<file path="config.mk">
export PLATFORM = sky130hd
export DESIGN_NAME = button_event_decoder_flat
export DESIGN_NICKNAME = d
export VERILOG_FILES = /design/src/rtl/btn_pkg.sv /design/src/rtl/button_event_decoder_if.sv /design/src/rtl/btn_edge_detect.sv /design/src/rtl/button_event_decoder.sv /design/src/flat_wrapper.sv
export SDC_FILE = /design/constraint.sdc
export NUM_CORES = 1
export LEC_CHECK = 0
export ABC_CLOCK_PERIOD_IN_PS = 1800
export BUFFER_PORTS_ARGS = -buffer_cell sky130_fd_sc_hd__buf_2
export CORE_MARGIN = 2
export CORE_UTILIZATION = 45
export DETAILED_ROUTE_END_ITERATION = 7
export PLACE_DENSITY = 0.68
export SLEW_MARGIN = 25
export SYNTH_ARGS = -nofsm -noshare
export SYNTH_HDL_FRONTEND = slang
export SYNTH_HIERARCHICAL = 1
export SYNTH_SLANG_ARGS = --single-unit
export TNS_END_PERCENT = 10
</file>
<file path="constraint.sdc">
create_clock -name clk -period 1.8 [get_ports clk]
set_input_delay 0.18 -clock clk [delete_from_list [all_inputs] [get_ports clk]]
set_output_delay 0.18 -clock clk [all_outputs]
set_load 0.05 [all_outputs]
</file>
<file path="src/rtl/btn_pkg.sv">
// rtl/btn_pkg.sv - shared state encodings and timing defaults for button blocks
package btn_pkg;

    typedef enum logic [1:0] {
        ST_IDLE    = 2'd0,
        ST_PRESSED = 2'd1,
        ST_LONG    = 2'd2
    } btn_state_t;

    // Defaults shared with the debouncer so both ends of the chain agree on timing
    localparam int DEB_COUNT_MAX      = 16;
    localparam int LONG_PRESS_DEFAULT = 16;
    localparam int REPEAT_DEFAULT     = 4;
    localparam int COUNT_W_DEFAULT    = 8;

endpackage

</file>
<file path="src/rtl/button_event_decoder_if.sv">
// rtl/button_event_decoder_if.sv - debounced level in, event strobes and status out
interface button_event_decoder_if #(
    parameter int COUNT_W = 8
);
    logic               button_in;
    logic               press_pulse;
    logic               release_pulse;
    logic               long_pulse;
    logic               repeat_pulse;
    logic               held;
    logic [COUNT_W-1:0] press_count;

    modport master (
        output button_in,
        input  press_pulse, release_pulse, long_pulse, repeat_pulse, held, press_count
    );

    modport slave (
        input  button_in,
        output press_pulse, release_pulse, long_pulse, repeat_pulse, held, press_count
    );
endinterface

</file>
<file path="src/rtl/btn_edge_detect.sv">
// rtl/btn_edge_detect.sv - registers the previous level and flags rising/falling edges
module btn_edge_detect (
    input  logic clk,
    input  logic reset,
    input  logic level,
    output logic rise,
    output logic fall
);
    logic prev_in;

    // prev_in clears on reset so a level already high afterwards reads as a rise
    always_ff @(posedge clk) begin
        if (!reset) begin
            prev_in <= 1'b0;
        end else begin
            prev_in <= level;
        end
    end

    assign rise = level & ~prev_in;
    assign fall = ~level & prev_in;
endmodule

</file>
<file path="src/rtl/button_event_decoder.sv">
// rtl/button_event_decoder.sv - press/release/long/repeat strobes from a debounced level
// Optional auto-repeat enabled by defining BTN_AUTOREPEAT_EN.
module button_event_decoder
    import btn_pkg::*;
#(
    parameter int LONG_PRESS_CYCLES = LONG_PRESS_DEFAULT,
    parameter int REPEAT_CYCLES     = REPEAT_DEFAULT,
    parameter int COUNT_W           = COUNT_W_DEFAULT
) (
    input  logic                  clk,
    input  logic                  reset,
    button_event_decoder_if.slave bus
);
    localparam int HW = $clog2(LONG_PRESS_CYCLES + 1);
    localparam logic [HW-1:0] HOLD_LAST = HW'(LONG_PRESS_CYCLES - 1);
    localparam logic [HW-1:0] HOLD_MAX  = HW'(LONG_PRESS_CYCLES);

    btn_state_t         state;
    logic [HW-1:0]      hold_cnt;
    logic [COUNT_W-1:0] count_q;
    logic               press_q, release_q, long_q, held_q;
    logic               rise, fall;
    logic               long_hit;

    btn_edge_detect u_edge (
        .clk   (clk),
        .reset (reset),
        .level (bus.button_in),
        .rise  (rise),
        .fall  (fall)
    );

    assign long_hit = (state == ST_PRESSED) && !fall && (hold_cnt == HOLD_LAST);

    always_ff @(posedge clk) begin
        if (!reset) begin
            state     <= ST_IDLE;
            hold_cnt  <= '0;
            count_q   <= '0;
            press_q   <= 1'b0;
            release_q <= 1'b0;
            long_q    <= 1'b0;
            held_q    <= 1'b0;
        end else begin
            press_q   <= 1'b0;
            release_q <= 1'b0;
            long_q    <= 1'b0;
            case (state)
                ST_IDLE: begin
                    if (rise) begin
                        press_q  <= 1'b1;
                        held_q   <= 1'b1;
                        count_q  <= count_q + COUNT_W'(1);
                        hold_cnt <= HW'(1);
                        state    <= ST_PRESSED;
                    end
                end
                ST_PRESSED: begin
                    if (fall) begin
                        release_q <= 1'b1;
                        held_q    <= 1'b0;
                        hold_cnt  <= '0;
                        state     <= ST_IDLE;
                    end else if (long_hit) begin
                        long_q   <= 1'b1;
                        hold_cnt <= HOLD_MAX;
                        state    <= ST_LONG;
                    end else begin
                        hold_cnt <= hold_cnt + HW'(1);
                    end
                end
                ST_LONG: begin
                    // hold_cnt stays frozen at the threshold until release
                    if (fall) begin
                        release_q <= 1'b1;
                        held_q    <= 1'b0;
                        hold_cnt  <= '0;
                        state     <= ST_IDLE;
                    end
                end
                default: begin
                    held_q   <= 1'b0;
                    hold_cnt <= '0;
                    state    <= ST_IDLE;
                end
            endcase
        end
    end

`ifdef BTN_AUTOREPEAT_EN
    localparam int RW = $clog2(REPEAT_CYCLES + 1);
    localparam logic [RW-1:0] REP_LAST = RW'(REPEAT_CYCLES - 1);

    logic [RW-1:0] rep_cnt;
    logic          repeat_q;

    // A release on the repeat edge suppresses the strobe because fall gates the LONG branch
    always_ff @(posedge clk) begin
        if (!reset) begin
            rep_cnt  <= '0;
            repeat_q <= 1'b0;
        end else begin
            repeat_q <= 1'b0;
            if (long_hit) begin
                rep_cnt <= '0;
            end else if (state == ST_LONG && !fall) begin
                if (rep_cnt == REP_LAST) begin
                    rep_cnt  <= '0;
                    repeat_q <= 1'b1;
                end else begin
                    rep_cnt <= rep_cnt + RW'(1);
                end
            end
        end
    end

    assign bus.repeat_pulse = repeat_q;
`else
    logic unused_repeat_cfg;
    assign unused_repeat_cfg = (REPEAT_CYCLES > 0);
    assign bus.repeat_pulse  = 1'b0;
`endif

    assign bus.press_pulse   = press_q;
    assign bus.release_pulse = release_q;
    assign bus.long_pulse    = long_q;
    assign bus.held          = held_q;
    assign bus.press_count   = count_q;
endmodule

</file>
<file path="src/flat_wrapper.sv">
// flat-port wrapper written by rule: the top's interface ports become plain ports
module button_event_decoder_flat import btn_pkg::*;
#(
    parameter int LONG_PRESS_CYCLES = LONG_PRESS_DEFAULT,
    parameter int REPEAT_CYCLES     = REPEAT_DEFAULT,
    parameter int COUNT_W           = COUNT_W_DEFAULT
)
  (clk, reset, bus_button_in, bus_press_pulse, bus_release_pulse, bus_long_pulse, bus_repeat_pulse, bus_held, bus_press_count);
  button_event_decoder_if #(.COUNT_W(COUNT_W)) bus_i ();
  input  logic clk;
  input  logic reset;
  input wire logic [$bits(bus_i.button_in)-1:0] bus_button_in;
  output wire logic [$bits(bus_i.press_pulse)-1:0] bus_press_pulse;
  output wire logic [$bits(bus_i.release_pulse)-1:0] bus_release_pulse;
  output wire logic [$bits(bus_i.long_pulse)-1:0] bus_long_pulse;
  output wire logic [$bits(bus_i.repeat_pulse)-1:0] bus_repeat_pulse;
  output wire logic [$bits(bus_i.held)-1:0] bus_held;
  output wire logic [$bits(bus_i.press_count)-1:0] bus_press_count;
  assign bus_i.button_in = bus_button_in;
  assign bus_press_pulse = bus_i.press_pulse;
  assign bus_release_pulse = bus_i.release_pulse;
  assign bus_long_pulse = bus_i.long_pulse;
  assign bus_repeat_pulse = bus_i.repeat_pulse;
  assign bus_held = bus_i.held;
  assign bus_press_count = bus_i.press_count;
  button_event_decoder #(.LONG_PRESS_CYCLES(LONG_PRESS_CYCLES), .REPEAT_CYCLES(REPEAT_CYCLES), .COUNT_W(COUNT_W)) u_core (.clk(clk), .reset(reset), .bus(bus_i));
endmodule
</file>
==> results.py, run 1 <==
metrics = {
    "die": {
        "chipHeight_microns": 50.9,
        "initial_core_util": 0.490,
        "row_count": 16,
        "die-area_sq_um": 2590,
        "die-width_microns": 50.9,
        "io_pins": 16,
        "core_sq_um": 2020,
    },
    "final_layout": {
        "fillCellCount": 203,
        "postLayoutCoreUtil": 0.560,
        "fin_area_sq_um": 1130,
        "fin_cells": 155,
        "drive_gt1_frac": 0.195,
        "num_antenna_cells": 0,
        "syn_to_final_growth_pct": 14.3,
        "nets": 139,
    },
    "routing": {
        "via_per_inst": 5.35,
        "detail-route-antenna-nets": 0,
        "wl_per_cell_microns": 12.6,
        "vias": 830,
        "first_pass_iters": 4,
        "postRouteWirelength_mm": 1.95,
        "drc_errors": 0,
        "drtIter0Drc": 13,
    },
    "logic_synthesis": {
        "syn_inst": 113,
        "synth_top_area_frac": 0.404,
        "synth_top_family_by_area": "simple AND/OR/NAND/NOR gates",
        "yosys.area.top_type": "dfxtp_1",
        "synth_xor_area_frac": 0.0177,
        "synthFlopType": "dfxtp_1",
        "ys_seq_elements": 20,
        "synth_compound_area_frac": 0.170,
        "yosysMostFrequentCell": "dfxtp_1",
        "syn_area_sq_um": 991,
        "syn_avg_cell_area_sq_um": 8.77,
        "synthMuxAreaShare": 0.0101,
        "synthAdderAreaFrac": 0.0758,
        "synth_edf_count": 0,
        "seq_area_frac_synth": 0.404,
        "ys_types": 39,
        "async_flop_share": 0,
        "synthSimpleGateAreaFrac": 0.259,
        "syn-num-nets": 122,
        "synthTopCellsByArea": "dfxtp_1 (40%), ha_1 (7.6%), a21oi_1 (4.0%)",
        "yosys_warnings": 6,
        "synth_common_cells": "dfxtp_1 (20), a21oi_1 (8), inv_1 (8), nand2_1 (7)",
    },
    "critical_path": {
        "critPathLaunchType": "flip-flop",
        "end_kind": "flip-flop",
        "arrival_ps": 1940,
        "worst_path_max_delay_cell": "or3b_4",
        "crit_type": "reg2reg",
        "max_stage_delay_ps": 380,
        "cp_max_fo": 5,
        "cp_top_family": "simple AND/OR/NAND/NOR gates",
        "required_ps": 2020,
        "cp_num_buf_inv": 0,
        "worstPathCellList": "ha_1 -> and3_4 -> ha_4 -> or3b_4 -> o211a_1 -> o22ai_1",
    },
    "pwr": {
        "powerDensity_nw_per_um2": 725,
        "leakage_nw": 0.471,
        "vdd_drop_max_uv": 547,
    },
    "global_routing": {
        "grt_overflow": 0,
        "grt_pass1_vias": 753,
        "grt_max_degree": 15,
        "grtUsageTotal": 0.172,
        "antenna_found_initial": 0,
        "grt_pass1_wl_mm": 3.41,
    },
    "sta": {
        "hold_viol": 0,
        "setup_tns_ps": 0,
        "slew_violations": 0,
        "rsz0062_at_grt": "no",
        "fmax_mhz": 583,
        "finalClockSkew_ps": 2.14,
        "finalCritPeriodShare": 0.953,
        "setup_viol": 0,
        "period_needed_ps": 1720,
    },
    "placed_design": {
        "place_hpwl_mm": 1.42,
        "place_inst": 152,
        "place_area_sq_um": 1090,
        "numPortBuffers": 14,
        "gp_congestion": 0.897,
    },
    "status": {
        "outcome": "finished clean",
    },
    "job": {
        "cap_violations": 0,
    },
    "worst_hold_path": {
        "hold_class": "in2reg",
    },
    "clock_tree": {
        "cts_tree": "done",
        "cts.sinks": 20,
        "clk_pin_slew_worst_paths_ps": 100,
        "clockBufferDepth": 2,
        "htreeDepth": 1,
        "cts_root_buf": "clkbuf_4",
        "cts_buffers": 3,
        "cts_setup_buffers": 0,
        "insertion_delay_ps": 290,
    },
}
==> sequential cells by signal (all words and copies together), names as in the netlist <==
name,flops
u_core/bus.press_pulse,1
u_core/state,2
u_core/bus.held,1
u_core/hold_cnt,5
u_core/bus.long_pulse,1
u_core/bus.press_count,8
u_core/bus.release_pulse,1
u_core/u_edge/prev_in,1
==> worst paths after layout <==
path | from | endpoint | slack (ps) | cells after the start
min | bus_button_in | u_core/u_edge/prev_in | 110 | 2
min reg2reg | u_core/bus.press_count[7] | u_core/bus.press_count[7] | 480 | 2
max | u_core/hold_cnt[0] | u_core/hold_cnt[2] | 80 | 6
max reg2reg | u_core/hold_cnt[0] | u_core/hold_cnt[2] | 80 | 6
==> metal layers <==
layer	global-route usage	vias up	wire, microns
li1	-	436	-
met1	0.217	383	955
met2	0.292	11	927
met3	0.0614	0	68
met4	0.0135	0	0
met5	0	-	0
==> report_power, final <==
part	total (mW)	internal [mW]	switching (mW)
sequential	0.468	0.458	0.0102
clock	0.203	0.0778	0.125
combinational	0.150	0.0501	0.0998
==> repair_timing <==
action	4_1_cts	5_1_grt
setup endpoints to repair	1	4
hold buffers	0	0
resized for setup	1	4
==> layout make-up <==
type / instances / area (sq um) / area share
Multi-Input combinational cell: 80 / 552 / 0.487
Clock buffer: 3 / 22.5 / 0.0199
Timing Repair Buffer: 17 / 92.6 / 0.0818
Tap cell: 27 / 33.8 / 0.0298
Sequential cell: 20 / 402 / 0.355
Inverter: 8 / 30.0 / 0.0265
==> cell families (layout without fill, tap and decap cells) <==
logic type | count (synthesis) | after routing
multiplexers | 1 | 1
other | 1 | 1
AND/OR/NAND/NOR | 44 | 44
adder cells (fa/ha/maj) | 6 | 6
flip-flops | 20 | 20
XOR/XNOR | 2 | 2
buffers and inverters | 13 | 28
AO/OA/AOI/OAI | 26 | 26
==> metrics by stage <==
step | worst slack, ps | power [mW] | hold WS, ps
floorplan | 85.8 | 0.589 | 302
global placement | 66.8 | 0.622 | 413
detailed placement | 30.3 | 0.624 | 418
CTS | 9.48 | 0.832 | 105
global route | 1.20 | 0.865 | 111
finish | 83.9 | 0.821 | 112
==> placed cells by master, fill, tap and decap left out, types with 3 or more instances in the layout <==
cell type and n:
a21oi_1 8, buf_2 14, buf_4 3, clkbuf_4 3, dfxtp_1 19, ha_1 5, inv_1 8, nand2_1 7
nand2b_1 5, nand3_1 5, nor2_1 3, nor2b_1 6, o21ai_0 4, o31ai_1 3
(Power assumes the default switching activity.)
==> inputs of run 2 (changes only) <==
Settings changed: CORE_UTILIZATION 45 to 30, PLACE_DENSITY 0.68 to 0.49.
==> results.py, run 2 (same netlist as run 1, synthesis figures left out) <==
metrics = {
    "worst_hold_path": {
        "whs_endpoint": "u_core/u_edge/prev_in",
        "hold_class": "in2reg",
        "whs_path_depth": 2,
        "worstHoldStart": "bus_button_in",
    },
    "routing": {
        "drtIter0Drc": 27,
        "wl_per_cell_microns": 12.2,
        "first_pass_iters": 4,
        "drc_errors": 0,
        "detail-route-antenna-nets": 0,
        "via_per_inst": 4.78,
        "vias": 831,
        "postRouteWirelength_mm": 2.12,
    },
    "die": {
        "chipHeight_microns": 61.5,
        "io_pins": 16,
        "initial_core_util": 0.319,
        "row_count": 20,
        "core_sq_um": 3100,
        "die-width_microns": 61.5,
        "die-area_sq_um": 3780,
    },
    "sta": {
        "slew_violations": 0,
        "finalCritPeriodShare": 0.946,
        "setup_viol": 0,
        "finalClockSkew_ps": 5.39,
        "fmax_mhz": 587,
        "hold_viol": 0,
        "setup_tns_ps": 0,
        "rsz0062_at_grt": "no",
        "period_needed_ps": 1700,
    },
    "final_layout": {
        "nets": 140,
        "largest_register_ffs": 8,
        "regArea_sq_um": 403,
        "fin_area_sq_um": 1190,
        "postLayoutCoreUtil": 0.385,
        "most-common-layout-cells": "dfxtp_1 (18), buf_2 (14), inv_1 (8), a21oi_1 (8), nand2_1 (7)",
        "drive_gt1_frac": 0.238,
        "multi_input_area_sq_um": 553,
        "num_antenna_cells": 0,
        "final_common_cell": "dfxtp_1",
        "fillCellCount": 343,
        "fin_cells": 174,
        "syn_to_final_growth_pct": 20.5,
    },
    "status": {
        "outcome": "finished clean",
    },
    "clock_tree": {
        "cts.sinks": 20,
        "cts_buffers": 3,
        "htreeDepth": 1,
        "clk_pin_slew_worst_paths_ps": 130,
        "cts_tree": "done",
        "clockBufferDepth": 2,
        "cts_root_buf": "clkbuf_4",
        "insertion_delay_ps": 300,
    },
    "global_routing": {
        "grt_max_degree": 15,
        "grtUsageTotal": 0.136,
        "grt_pass1_vias": 816,
        "grt_overflow": 0,
        "antenna_found_initial": 0,
        "grt_pass1_wl_mm": 3.78,
    },
    "critical_path": {
        "cp_top_family": "simple AND/OR/NAND/NOR gates",
        "rr_endpoint": "u_core/hold_cnt[2]",
        "r2r_slack_ps": 100,
        "critPathLaunchType": "flip-flop",
        "cp_max_fo": 3,
        "required_ps": 2050,
        "critPathMostFrequentCell": "ha_2",
        "worstPathCellList": "ha_2 -> and3_1 -> ha_2 -> or3b_4 -> o211a_1 -> o22ai_2",
        "max_stage_delay_ps": 380,
        "arrival_ps": 1950,
        "worst_path_max_delay_cell": "or3b_4",
        "cp_num_buf_inv": 0,
        "r2r_cells": 6,
        "end_kind": "flip-flop",
        "crit_type": "reg2reg",
        "r2r_start": "u_core/hold_cnt[0]",
        "cp.depth": 6,
    },
    "pwr": {
        "powerDensity_nw_per_um2": 836,
        "vdd_drop_max_uv": 332,
        "power_mw": 0.998,
        "leakage_nw": 0.494,
    },
    "placed_design": {
        "numPortBuffers": 14,
        "gp_congestion": 0.838,
        "place_area_sq_um": 1120,
        "place_hpwl_mm": 1.56,
        "place_inst": 170,
    },
    "job": {
        "cap_violations": 0,
    },
}
==> run 2: cell types whose count changed in the layout (fill, tap and decap cells not counted), sizes merged <==
cell    previous run  this run
buf               17        18
bufinv             0         1
==> run 2: layout make-up <==
cell class | instances | share of cell area
multi-input cells | 80 | 0.463
flip-flops and latches | 20 | 0.338
repair buffers | 18 | 0.0839
well taps | 44 | 0.0461
clock inverters | 1 | 0.0252
inverters | 8 | 0.0252
clock buffers | 3 | 0.0189
==> run 2: stage by stage <==
stage / hold WS (ps) / worst slack, ps
floorplan: 302 / 85.8
global placement: 411 / 99.5
detailed placement: 414 / 81.7
CTS: 75.2 / 55.9
global route: 92.5 / 36.1
finish: 97.9 / 96.8
==> run 2: power breakdown <==
group	leakage (nW)	internal, mW	switching (mW)
Sequential	0.163	0.458	0.0112
Combinational	0.303	0.0511	0.100
Clock	0.0279	0.225	0.152
==> run 2: worst max path at each step <==
stage	startpoint	endpoint	slack, ps
finish	u_core/hold_cnt[0]	u_core/hold_cnt[2]	100
detailed placement	u_core/hold_cnt[0]	u_core/hold_cnt[2]	80
CTS	u_core/hold_cnt[0]	u_core/hold_cnt[2]	60
global placement	u_core/hold_cnt[0]	u_core/hold_cnt[2]	100
global route	u_core/hold_cnt[0]	u_core/hold_cnt[2]	40
floorplan	u_core/hold_cnt[0]	u_core/hold_cnt[2]	90
==> run 2: repair_timing <==
action,4_1_cts,5_1_grt
buffers inserted,0,0
resized for setup,0,8
endpoints found under the setup margin,0,3
hold buffers,0,0
==> run 2: worst register-to-register path, delay by kind of cell (launching register included) <==
family | cells | cell delay, ps
DFF | 1 | 340
and+or+nand+nor | 2 | 560
AOI/OAI and AO/OA | 2 | 380
adders and majority gates | 2 | 360
==> run 2: per-layer routing <==
layer | vias to the layer above | wire (microns) | GRT usage | share of wire
met4 | 0 | 27 | 0.0729 | 0.013
met3 | 2 | 40 | 0.0189 | 0.019
met2 | 9 | 966 | 0.201 | 0.46
li1 | 441 | - | - | -
met1 | 379 | 1090 | 0.193 | 0.51
met5 | - | 0 | 0 | 0
